--- config.mk ---
export PLATFORM = sky130hd
export DESIGN_NAME = ifu_fetch
export DESIGN_NICKNAME = d
export VERILOG_FILES = /design/src/rtl/ifu_fetch.sv
export SDC_FILE = /design/constraint.sdc
export NUM_CORES = 1
export LEC_CHECK = 0
export CORE_ASPECT_RATIO = 1.1
export CORE_MARGIN = 3
export CORE_UTILIZATION = 35
export CTS_CLUSTER_DIAMETER = 40
export DETAILED_ROUTE_END_ITERATION = 7
export GPL_TIMING_DRIVEN = 0
export PLACE_DENSITY = 0.75
export SETUP_SLACK_MARGIN = 0.1
export SLEW_MARGIN = 40
export SYNTH_ARGS = -nofsm -noshare
export SYNTH_HDL_FRONTEND = slang
export SYNTH_SLANG_ARGS = --single-unit
--- constraint.sdc ---
create_clock -name clk -period 2 [get_ports clk]
set_input_delay 0.5 -clock clk [delete_from_list [all_inputs] [get_ports clk]]
set_output_delay 0.5 -clock clk [all_outputs]
set_load 0.1 [all_outputs]
--- src/rtl/ifu_fetch.sv ---
// Instruction-fetch stage: holds the PC, runs one imem read per instruction and hands {inst, pc} to decode.
// Optional build macro IFU_ACCESS_FAULT_EN substitutes ebreak and raises if_fault on an imem access error.
module ifu_fetch #(
  parameter logic [31:0] RESET_PC = 32'h8000_0000,
  parameter logic [31:0] NOP_INST = 32'h0000_0013
) (
  input  logic        clk,
  input  logic        rst_n,
  input  logic        dnpc_valid,
  input  logic [31:0] dnpc,
  output logic        if_ready,
  output logic        if_valid,
  input  logic        id_ready,
  output logic [31:0] inst,
  output logic [31:0] pc,
  output logic        imem_req,
  output logic [31:0] imem_addr,
  input  logic        imem_gnt,
  input  logic        imem_rvalid,
  input  logic [31:0] imem_rdata,
  input  logic        imem_rerr,
  output logic        if_fault
);

  typedef enum logic [1:0] {
    REQ   = 2'd0,
    WAIT  = 2'd1,
    VALID = 2'd2,
    IDLE  = 2'd3
  } state_t;

  state_t      state_q;
  state_t      state_d;
  logic        run_q;
  logic [31:0] pc_q;
  logic [31:0] inst_q;
  logic [31:0] inst_d;
  logic        pc_load;
  logic        inst_load;

  // run_q keeps the request low until the first edge after reset release.
  always_ff @(posedge clk or negedge rst_n) begin
    if (!rst_n) begin
      state_q <= REQ;
      run_q   <= 1'b0;
      pc_q    <= RESET_PC;
    end else begin
      state_q <= state_d;
      run_q   <= 1'b1;
      if (pc_load) begin
        pc_q <= dnpc;
      end
    end
  end

  always_comb begin
    state_d   = state_q;
    pc_load   = 1'b0;
    inst_load = 1'b0;
    case (state_q)
      REQ: begin
        if (run_q && imem_gnt) begin
          state_d = WAIT;
        end
      end
      WAIT: begin
        if (imem_rvalid) begin
          inst_load = 1'b1;
          state_d   = VALID;
        end
      end
      VALID: begin
        if (dnpc_valid) begin
          pc_load = 1'b1;
          state_d = REQ;
        end else if (id_ready) begin
          state_d = IDLE;
        end
      end
      IDLE: begin
        if (dnpc_valid) begin
          pc_load = 1'b1;
          state_d = REQ;
        end
      end
      default: begin
        state_d = REQ;
      end
    endcase
  end

`ifdef IFU_ACCESS_FAULT_EN
  localparam logic [31:0] EBREAK_INST = 32'h0010_0073;

  logic fault_q;

  always_comb begin
    inst_d = imem_rerr ? EBREAK_INST : imem_rdata;
  end

  // Fault flag lives from the faulting response until the next PC is accepted.
  always_ff @(posedge clk or negedge rst_n) begin
    if (!rst_n) begin
      fault_q <= 1'b0;
    end else if (inst_load) begin
      fault_q <= imem_rerr;
    end else if (pc_load) begin
      fault_q <= 1'b0;
    end
  end

  assign if_fault = fault_q;
`else
  logic unused_rerr;

  always_comb begin
    inst_d = imem_rdata;
  end

  assign unused_rerr = imem_rerr;
  assign if_fault    = 1'b0;
`endif

  // Instruction word is data only; its output is masked to NOP outside VALID.
  always_ff @(posedge clk) begin
    if (inst_load) begin
      inst_q <= inst_d;
    end
  end

  assign if_valid  = (state_q == VALID);
  assign if_ready  = (state_q == VALID) || (state_q == IDLE);
  assign inst      = (state_q == VALID) ? inst_q : NOP_INST;
  assign pc        = pc_q;
  assign imem_req  = (state_q == REQ) && run_q;
  assign imem_addr = pc_q;

endmodule

==> out/results.tsv <==
stage	metric	value	unit
sta	Max Clk Rate	0.493	GHz
finish	Antenna diodes	0	
sta	clock skew	0.00653	ns
worst_setup_path	reg-to-reg endpoint	inst_q[3]	
sta	Slew @ Worst Pin	0.761	ns
finish	layout cells sized above 1	61.8	%
floorplan	DIE AREA	0.00949	mm²
clocking	Post-CTS Hold Buffers	0	
clocking	worst skew pair latency	0.33	ns
global_route	largest net degree at the start of global routing	35	
sta	fin crit period	2.03	ns
finish	area of the multi-input gates	826	µm²
synth	leading area contributor after synthesis	edfxtp_1	
synth	synthesized flop and latch total	67	
clocking	CTS tree	yes	
clocking	H-tree lvl count	3	
flow_run	max-cap check violation count	0	
worst_setup_path	R2R Setup Slk	0.43	ns
clocking	CTS root buffer	clkbuf_8	
clocking	Worst-path clk slew	0.08	ns
synth	Netlist cell types	23	
min_path	HP Class	primary input to async pin	
worst_setup_path	arrival time at the worst endpoint	1.53	ns
worst_setup_path	max incr delay on CP	0.39	ns
finish	Fill cells	576	
route	DRT met1 WL	2.94	mm
synth	Yosys warning total	0	
global_route	GRT Util Overall	15.5	%
route	top sig layer	met4	
floorplan	Starting Density	36.6	%
finish	utilization after layout	64.8	%
synth	sequential share of the synthesized area	62.9	%
synth	most instantiated cells after synthesis	dfrtp_1 (34), buf_4 (33), edfxtp_1 (32)	
sta	unrepaired setup endpoints after global routing	yes	
sta	Setup WS post-layout	-0.0298	ns
synth	Yosys top cell area share	32.9	%
global_route	global route total overflow	0	
synth	post-synth net total	254	
outcome	status	finished with violations	
worst_setup_path	worst r2r path cells	2	
placement	dpl hpwl	5.02	mm
worst_setup_path	worst-path cell chain	and2b_4, buf_6, and2_4, buf_12	
route	routed vias	2021	
synth	number of synthesized flops with an enable pin	32	
placement	Routability Congestion	0.679	
route	Initial DRC Count	37	
finish	FF/Latch Area	0.00184	mm²
clocking	CTS sink cnt	67	
sta	worst rel slew slack	49.3	%
floorplan	num rows	34	
route	met2 wire len	3.77	mm
finish	area delta synth->final	77.2	%
sta	Final setup viols	29	
worst_setup_path	CP max stage cell	dfrtp_1	
route	Vias/cell	4.19	
worst_setup_path	critical path type	flip-flop to output port	
synth	Synth Cell Area	0.00292	mm²
outcome	failing checks	negative setup slack	
synth	count leader, synth	dfrtp_1	
floorplan	number of top-level pins	171	
global_route	initial antenna violation count	0	
route	Pre-antenna DRT Iters	4	
global_route	vias in the first global route	2106	
route	WL/cell	15.3	µm
worst_setup_path	Critical Path Fanout Max	10	
route	met3 routed WL	573	µm
synth	Synth Area per Inst	16.0	µm²
floorplan	die height	102	µm
route	final wirelength	7.37	mm
route	ANT nets after route	0	
worst_setup_path	Worst setup EP type	output port	
synth	Synth area leaders	edfxtp_1 (33%), dfrtp_1 (29%), mux2_4 (15%), buf_4 (8.5%), and2_1 (6.2%)	
finish	fin nets	440	
worst_setup_path	worst path required time	1.50	ns
synth	Post-synth top flop	dfrtp_1	
floorplan	Die X	93.2	µm
worst_setup_path	Startpoint Class	flip-flop	
synth	Async SR Flop Fraction	52.2	%
route	Residual DRC	0	
worst_setup_path	FF-to-FF Start	state_q[0]	
placement	port bufs	168	
floorplan	core area	0.00800	mm²
global_route	first-pass GRT wire length	11.1	mm
synth	Cells after Synth	183	
clocking	CTS buffer count	9	
sta	max-slew violation count	0	
sta	crit share post-route	101	%
sta	final hold vios	0	
clocking	clock buffer depth	2	
## state kept, by name, indices dropped and copies added, names as in the netlist
name,count
inst_q,32
imem_addr,32
run_q,1
state_q,2
## per-layer routing
layer	GRT usage (%)	up-vias
met1	18.7	959
met2	27.0	101
li1	-	953
met3	3.90	8
met5	0	-
met4	5.41	0
## how the worst max path moves through the flow
stage	from	cells past startpoint	endpoint
final	state_q[0]	4	inst[21]
after CTS	state_q[0]	4	inst[19]
after floorplan	state_q[1]	1	imem_req
after global routing	state_q[0]	4	inst[21]
after global placement	state_q[1]	4	inst[31]
after detailed placement	state_q[1]	4	inst[9]
## cell families after synthesis
kind of cell	count (synthesis)	share of synthesized area, %
DFF	67	62.9
buffers and inverters	42	11.8
and+or+nand+nor	37	8.30
muxes	32	16.0
AOI/OAI and AO/OA	3	0.727
other	2	0.257
## worst max-delay path: cells and delay by family, from the launching register on
kind          cells  cell delay [ns]
simple gates      2             0.48
flops             1             0.39
buf+inv           2             0.33
## area by class of cell
cell class	count	area share [%]
Clock inverter	7	1.96
Inverter	1	0.0725
Multi-Input combinational cell	74	15.9
Tap cell	108	2.61
Sequential cell	67	35.5
Timing Repair Buffer	175	34.4
Buffer	41	7.08
Clock buffer	9	2.39
## through the flow
step,hold WS [ns],instance area [µm²],setup slack [ns],std cells,TNS [ns]
floorplan,0.204,2980,-0.140,183,-0.261
global placement,0.523,4800,-0.847,459,-42.69
detailed placement,0.466,4320,-0.137,460,-3.31
CTS,0.0829,5130,-0.0677,481,-1.86
global route,0.106,5180,-0.0975,482,-2.53
finish,0.0923,5180,-0.0298,482,-0.570
## cells in the final DEF (no fill, tap or decap)
cell / Yosys / routed
dfrtp_1: 34 / 33
a21o_2: 1 / 1
dfstp_2: 1 / 1
mux2_4: 29 / 29
buf_16: 0 / 1
dfrtp_2: 0 / 1
buf_8: 0 / 1
and2_4: 1 / 30
nor3b_4: 0 / 1
clkbuf_8: 0 / 13
edfxtp_1: 32 / 32
buf_6: 1 / 4
inv_6: 0 / 1
bufinv_16: 0 / 2
mux2_2: 3 / 3
a211oi_1: 1 / 1
clkdlybuf4s50_1: 0 / 68
and3b_2: 1 / 1
a21oi_1: 1 / 1
nand2b_1: 3 / 3
clkinvlp_4: 0 / 2
buf_2: 1 / 64
inv_1: 1 / 1
buf_4: 33 / 37
clkinv_4: 0 / 2
buf_12: 3 / 36
conb_1: 2 / 2
nand3b_1: 1 / 1
and2b_4: 0 / 1
dlygate4sd2_1: 0 / 1
## timing repair
action                                  in CTS  in global routing
buffers inserted                             3                  1
pin swaps                                   16                  1
gates resized for setup                    162                 11
gates cloned                                 2                  0
endpoints found under the setup margin      36                 34
Power is left out: the tool's default activity adds up to more than one toggle a clock period on the data nets, which glitch-free logic cannot reach.
